==> src/rtl/cdmesh_e2e_demo_pkg.sv <==
// rtl/cdmesh_e2e_demo_pkg.sv - shared header layout, burst and LLC constants
package cdmesh_e2e_demo_pkg;

    localparam int VC_BIT         = 63;
    localparam int DX_BIT         = 62;
    localparam int DY_BIT         = 61;
    localparam int REPLY_FLAG_BIT = 60;
    localparam int BEAT_BIT       = 56;
    localparam int HX_LSB         = 52;
    localparam int HX_W           = 4;
    localparam int HY_LSB         = 48;
    localparam int SRCX_LSB       = 40;
    localparam int SRCX_W         = 8;
    localparam int SRCY_LSB       = 32;

    localparam int BURST          = 2;
    localparam int NUM_ROUTERS    = 4;
    localparam int NUM_LLC        = 2;
    localparam int LLC0_X         = 0;
    localparam int LLC1_X         = 3;
    localparam int HX_LLC1_MIN    = 2;

    typedef enum logic {
        PX_IDLE = 1'b0,
        PX_BUSY = 1'b1
    } px_state_t;

    // Requests heading to the east half of the row are served by the LLC at X=3.
    function automatic logic sel_llc1(input logic [HX_W-1:0] hx);
        return hx >= HX_W'(HX_LLC1_MIN);
    endfunction

endpackage

==> src/rtl/cdmesh_e2e_demo_llc.sv <==
// rtl/cdmesh_e2e_demo_llc.sv - LLC proxy: latches one request, replies with a fixed burst
module llc_proxy
    import cdmesh_e2e_demo_pkg::*;
#(
    parameter int DATA_W = 64
) (
    input  logic              clk,
    input  logic              reset,
    input  logic              req_tvalid,
    input  logic [DATA_W-1:0] req_tdata,
    output logic              idle,
    output logic              rsp_tvalid,
    input  logic              rsp_tready,
    output logic [DATA_W-1:0] rsp_tdata,
    output logic [1:0]        rsp_dest
);

    localparam int BW = (BURST > 1) ? $clog2(BURST) : 1;

    px_state_t         state_q, state_d;
    logic [BW-1:0]     beat_q;
    logic [DATA_W-1:0] lat_q;
    logic              last_beat;

    assign last_beat = (beat_q == BW'(BURST - 1));

    // State register.
    always_ff @(posedge clk) begin
        if (reset) state_q <= PX_IDLE;
        else       state_q <= state_d;
    end

    // Next state: leave IDLE on a grant, return once the final beat is taken.
    always_comb begin
        state_d = state_q;
        case (state_q)
            PX_IDLE: if (req_tvalid) state_d = PX_BUSY;
            PX_BUSY: if (rsp_tready && last_beat) state_d = PX_IDLE;
            default: state_d = PX_IDLE;
        endcase
    end

    // Handshake outputs decoded from the state.
    always_comb begin
        idle       = (state_q == PX_IDLE);
        rsp_tvalid = (state_q == PX_BUSY);
    end

    // Request latch and beat counter; the counter only moves on an accepted beat.
    always_ff @(posedge clk) begin
        if (reset) begin
            lat_q  <= '0;
            beat_q <= '0;
        end else if (state_q == PX_IDLE && req_tvalid) begin
            lat_q  <= req_tdata;
            beat_q <= '0;
        end else if (rsp_tvalid && rsp_tready) begin
            beat_q <= last_beat ? '0 : beat_q + 1'b1;
        end
    end

    // Reply beat: the request with the reply flag raised and the beat index stamped in.
    always_comb begin
        rsp_tdata                 = lat_q;
        rsp_tdata[REPLY_FLAG_BIT] = 1'b1;
        rsp_tdata[BEAT_BIT]       = beat_q[0];
        rsp_dest                  = lat_q[SRCX_LSB +: 2];
    end

endmodule

==> src/rtl/cdmesh_e2e_demo.sv <==
// rtl/cdmesh_e2e_demo.sv - 1x4 mesh row demo: inject buffers, LLC arbiters, output buffers
module cdmesh_e2e_demo
    import cdmesh_e2e_demo_pkg::*;
#(
    parameter int DATA_W = 64
) (
    input  logic                  clk,
    input  logic                  reset,
    input  logic [3:0]            l0_in_si,
    output logic [3:0]            l0_in_ri,
    input  logic [4*DATA_W-1:0]   l0_in_di,
    output logic [3:0]            l0_out_so,
    input  logic [3:0]            l0_out_ro,
    output logic [4*DATA_W-1:0]   l0_out_do
);

    logic [3:0]          g_in_si;
    logic [3:0]          l0_cv_so;
    logic [3:0]          l0_cv_ro;
    logic [1:0]          llc_ro;
    logic [1:0]          llc_so;
    logic [4*DATA_W-1:0] cv_do;
    logic [3:0]          tgt1;
    logic [1:0]          llc_gnt;
    logic [1:0]          llc_rdy;
    logic [1:0]          claimed;
    logic [3:0]          out_rdy;
    logic [DATA_W-1:0]   gnt_do  [NUM_LLC];
    logic [DATA_W-1:0]   rsp_do  [NUM_LLC];
    logic [1:0]          rsp_dst [NUM_LLC];

    assign l0_in_ri = ~l0_cv_so;
    assign g_in_si  = l0_in_si & l0_in_ri;
    assign out_rdy  = ~l0_out_so | l0_out_ro;

    // Single-entry inject buffers; a grant frees the entry on the same edge the proxy latches.
    always_ff @(posedge clk) begin
        if (reset) begin
            l0_cv_so <= '0;
            cv_do    <= '0;
        end else begin
            for (int i = 0; i < NUM_ROUTERS; i++) begin
                if (g_in_si[i]) begin
                    l0_cv_so[i]               <= 1'b1;
                    cv_do[i*DATA_W +: DATA_W] <= l0_in_di[i*DATA_W +: DATA_W];
                end else if (l0_cv_ro[i]) begin
                    l0_cv_so[i] <= 1'b0;
                end
            end
        end
    end

    // Target LLC per buffered request.
    always_comb begin
        for (int i = 0; i < NUM_ROUTERS; i++)
            tgt1[i] = sel_llc1(cv_do[i*DATA_W + HX_LSB +: HX_W]);
    end

    // Per-LLC fixed-priority arbiter: the lowest full buffer claims its LLC, granted only when idle.
    always_comb begin
        l0_cv_ro  = '0;
        llc_gnt   = '0;
        claimed   = '0;
        gnt_do[0] = '0;
        gnt_do[1] = '0;
        for (int i = 0; i < NUM_ROUTERS; i++) begin
            if (l0_cv_so[i] && !claimed[tgt1[i]]) begin
                claimed[tgt1[i]] = 1'b1;
                if (llc_ro[tgt1[i]]) begin
                    l0_cv_ro[i]      = 1'b1;
                    llc_gnt[tgt1[i]] = 1'b1;
                    gnt_do[tgt1[i]]  = cv_do[i*DATA_W +: DATA_W];
                end
            end
        end
    end

    llc_proxy #(.DATA_W(DATA_W)) u_llc0 (
        .clk        (clk),
        .reset      (reset),
        .req_tvalid (llc_gnt[0]),
        .req_tdata  (gnt_do[0]),
        .idle       (llc_ro[0]),
        .rsp_tvalid (llc_so[0]),
        .rsp_tready (llc_rdy[0]),
        .rsp_tdata  (rsp_do[0]),
        .rsp_dest   (rsp_dst[0])
    );

    llc_proxy #(.DATA_W(DATA_W)) u_llc1 (
        .clk        (clk),
        .reset      (reset),
        .req_tvalid (llc_gnt[1]),
        .req_tdata  (gnt_do[1]),
        .idle       (llc_ro[1]),
        .rsp_tvalid (llc_so[1]),
        .rsp_tready (llc_rdy[1]),
        .rsp_tdata  (rsp_do[1]),
        .rsp_dest   (rsp_dst[1])
    );

    // Reply acceptance: LLC0 has priority when both target the same output buffer.
    always_comb begin
        llc_rdy[0] = out_rdy[rsp_dst[0]];
        llc_rdy[1] = out_rdy[rsp_dst[1]] && !(llc_so[0] && rsp_dst[0] == rsp_dst[1]);
    end

    // Single-entry output buffers, refilled on the same edge they pop.
    always_ff @(posedge clk) begin
        if (reset) begin
            l0_out_so <= '0;
            l0_out_do <= '0;
        end else begin
            for (int j = 0; j < NUM_ROUTERS; j++) begin
                if (out_rdy[j]) begin
                    if (llc_so[0] && rsp_dst[0] == 2'(j)) begin
                        l0_out_so[j]                  <= 1'b1;
                        l0_out_do[j*DATA_W +: DATA_W] <= rsp_do[0];
                    end else if (llc_so[1] && rsp_dst[1] == 2'(j)) begin
                        l0_out_so[j]                  <= 1'b1;
                        l0_out_do[j*DATA_W +: DATA_W] <= rsp_do[1];
                    end else begin
                        l0_out_so[j] <= 1'b0;
                    end
                end
            end
        end
    end

endmodule

==> config.mk <==
export PLATFORM = sky130hd
export DESIGN_NAME = cdmesh_e2e_demo
export DESIGN_NICKNAME = d
export VERILOG_FILES = /design/src/rtl/cdmesh_e2e_demo_pkg.sv /design/src/rtl/cdmesh_e2e_demo_llc.sv /design/src/rtl/cdmesh_e2e_demo.sv
export SDC_FILE = /design/constraint.sdc
export NUM_CORES = 1
export LEC_CHECK = 0
export ABC_AREA = 1
export CAP_MARGIN = 20
export CORE_MARGIN = 2
export CORE_UTILIZATION = 45
export CTS_CLUSTER_DIAMETER = 50
export CTS_CLUSTER_SIZE = 16
export DETAILED_ROUTE_END_ITERATION = 8
export GPL_TIMING_DRIVEN = 0
export MAX_ROUTING_LAYER = met4
export PLACE_DENSITY_LB_ADDON = 0.25
export SETUP_SLACK_MARGIN = 0.15
export SYNTH_ARGS = -nofsm -noshare
export SYNTH_HDL_FRONTEND = slang
export SYNTH_SLANG_ARGS = --single-unit
==> constraint.sdc <==
create_clock -name clk -period 3.8 [get_ports clk]
set_input_delay 1.14 -clock clk [delete_from_list [all_inputs] [get_ports clk]]
set_output_delay 1.14 -clock clk [all_outputs]
set_load 0.1 [all_outputs]
==> impl_metrics.tcl <==
set metrics [dict create \
    status "finished, violations left" \
    violations "DRC" \
    worstSetupStartpointType "input pin" \
    clock_path_buffers 3 \
    synth_most_common_cell "nor2_1" \
    total_leakage_power_nw 14.2 \
    rsz0062_at_grt "no" \
    finalSetupViolCount 0 \
    fin_skew_ns 0.0304 \
    r2r_slack_ns 0.54 \
    max_freq_mhz 283 \
    finalWorstSetupSlack_ns 0.269 \
    first_pass_iters 9 \
    finalNonFillerCells 5522 \
    layout.nets 4887 \
    netlist_area_um2 28200 \
    clkSinkCount 640 \
    crit_start "l0_out_ro[3]" \
    core_area_um2 61800 \
    async_flop_share 0 \
    synth_edf_count 0 \
    power.share.sequential 0.374 \
    clkPwrFrac 0.331 \
    place_inst 5387 \
    drc 2 \
    syn_nets 4296 \
    cp-endpoint "l0_out_do[209]" \
    combPwrFrac 0.295 \
    grt_overflow 0 \
    required_ns 4.30 \
    gp_congestion 0.985 \
    synth_common_cells "nor2_1 (962), dfxtp_1 (640), o21ai_0 (547)" \
    crit_type "input pin to flop" \
    r2r_start "u_llc0.rsp_tvalid" \
    yosysSeqAreaShare 0.454 \
    rr_worst_depth 8 \
    synth-warning-count 0 \
    slowest_delay_ns 0.80 \
    ys_seq_elements 640 \
    yosys.area.top_type "dfxtp_1" \
    grt_start_max_net_pins 17 \
    timing.rr.end "l0_out_do[209]" \
    pre_cts_slack_ns -0.149 \
    die-area_um2 64700 \
    syn_area_per_cell_um2 7.00 \
    grt_first_pass_wirelength_mm 176 \
    drt-total-wl_mm 122 \
    layout_min_cycle_time_ns 3.53 \
    synth_top_cell_area_share 0.454 \
    synth_area_leaders "dfxtp_1 (45%), nor2_1 (13%), o21ai_0 (9.7%)" \
    insertion_delay_ns 0.63 \
    cts_root_buf "clkbuf_16" \
    hold_viol 0 \
    slew_headroom 0.260 \
    critPathCaptureType "flop" \
    ant_nets 0 \
    dieHeight_um 254 \
    io_buffers 520 \
    ys_types 33 \
    antenna_found_initial 10 \
    cts-resized-gates 0 \
    grt_pass1_vias 27900 \
    cts.hold.buffers_added 0 \
    cp_common_cell "nor2_1" \
    p_per_area_nw_per_um2 587 \
    vdd_drop_max_mv 0.335 \
    ios 530 \
    p_int_w 0.0130 \
    p_sw_frac 0.400 \
    initial_core_util 0.457 \
    rows 91 \
    crit_path_max_fanout 10 \
    path_clk_slew_ns 0.07 \
    layout-drive-gt1-share 0.0528 \
    grt_util_all_layers 0.375 \
    switchingPower_w 0.00868 \
    routed_via_density 5.59 \
    drt-initial-drc-count 3574 \
    place_hpwl_mm 95.1 \
    post_cts_buffers 0 \
    dieWidth_um 254 \
    cts_buffers 69 \
    vias 30900 \
    cts_tree "built" \
    cp_slowest_cell "clkinv_1" \
    slew_viol_final 0 \
    area_growth_pct 30.7 \
    cap_violations 0 \
    final_util 0.597 \
    worstMarginPinSlew_ns 1.11 \
    finalCritPeriodShare 0.929 \
    wl_per_cell_um 22.0 \
    cp_data_arrival_time_ns 4.04 \
    synthCells 4030 \
    ys.flop_type "dfxtp_1" \
    cts_max_level 3 \
    worst_hold_path_type "flop to flop" \
    worstPathCellList "clkdlybuf4s50_1 -> nor2_1 -> inv_1 -> nand2_1 -> clkinv_1 -> buf_2 -> o21ai_0 -> nor2_1" \
]
layout make-up:
class,instances,area (um^2)
fill,5874,24900
multi-input combinational,2797,13000
sequential,640,12800
timing repair buffer,520,5200
clock buffer,79,1860
buffer,316,1360
tap,837,1050
inverter,277,1040
clock inverter,48,544
antenna,8,20.0
worst min-delay path by stage:
stage / start / to / slack, ns / cells after the start
global placement: l0_out_do[40] / l0_out_do[40] / 0.43 / 2
global route: l0_out_do[105] / l0_out_do[105] / 0.46 / 2
CTS: l0_out_do[40] / l0_out_do[40] / 0.44 / 2
detailed placement: l0_out_do[40] / l0_out_do[40] / 0.43 / 2
finish: l0_out_do[41] / l0_out_do[41] / 0.45 / 2
floorplan: u_llc0.lat_q[1] / u_llc0.lat_q[1] / 0.43 / 2
flip-flops by register name (all words and copies together), names as in the netlist:
register	cells
u_llc0.beat_q	1
l0_cv_so	4
u_llc1.rsp_tvalid	1
cv_do	248
l0_out_so	4
u_llc1.lat_q	62
u_llc0.rsp_tvalid	1
u_llc0.lat_q	62
u_llc1.beat_q	1
l0_out_do	256
worst max-delay path, delay by kind of cell:
kind	cells	cell delay (ns)
buffers and inverters	4	1.74
AOI/OAI and AO/OA	1	0.21
and+or+nand+nor	3	0.93
metal layers:
layer	part of all wire	GRT usage	vias up	wire [um]
met3	0.097	0.0609	253	11800
met1	0.42	0.505	14400	51200
met2	0.44	0.561	1714	53500
met4	0.042	0.152	0	5060
met5	0	-	-	0
li1	-	-	14500	-
cell usage in the layout (no fill, tap or decap), types with 2 or more instances in the layout:
master             n
a211oi_1         244
a21oi_1          207
buf_1             14
buf_2             65
buf_4             17
buf_6              4
bufinv_16          5
clkbuf_1         218
clkbuf_16         72
clkbuf_2           2
clkbuf_8           3
clkdlybuf4s50_1  520
clkinv_1           2
clkinv_2           6
clkinv_4           9
clkinv_8           5
clkinvlp_4         6
dfxtp_1          640
diode_2            8
inv_1            267
inv_2              8
inv_6             13
inv_8              4
nand2_1          425
nand2_2            7
nand2_4            3
nand3_1          285
nand3_2            3
nand4_1            4
nor2_1           962
nor2_2             7
nor3_1             2
o211ai_1          16
o21ai_0          547
o21ai_1           74
or2_2              3
per-stage QoR:
| step | setup TNS [ns] | area (um^2) | power (W) | hold slack [ns] |
|---|---|---|---|---|
| after detailed placement | -6.60 | 34500 | 0.0145 | 0.433 |
| after global routing | 0 | 36900 | 0.0223 | 0.456 |
| after floorplan | 0 | 28200 | 0.0122 | 0.428 |
| final | 0 | 36900 | 0.0217 | 0.445 |
| after CTS | 0 | 36900 | 0.0215 | 0.443 |
| after global placement | -7.39 | 34500 | 0.0144 | 0.427 |
logic make-up (layout without fill, tap and decap cells):
kind of cell           after synthesis  count (layout)  synth area share
AO/OA/AOI/OAI                     1091            1091             0.217
buffers and inverters              593            1240            0.0852
flip-flops                         640             640             0.454
other                                0               8                 0
AND/OR/NAND/NOR                   1704            1704             0.243
XOR/XNOR                             2               2          0.000621
power groups by stage:
| stage | clock network (W) | registers, W | logic (W) |
|---|---|---|---|
| detailed placement | 0 | 0.00820 | 0.00626 |
| floorplan | 0 | 0.00993 | 0.00227 |
| finish | 0.00718 | 0.00810 | 0.00639 |
| CTS | 0.00717 | 0.00805 | 0.00629 |
| global placement | 0 | 0.00819 | 0.00623 |
| global route | 0.00747 | 0.00814 | 0.00673 |
Power figures use the tool's default switching activity.
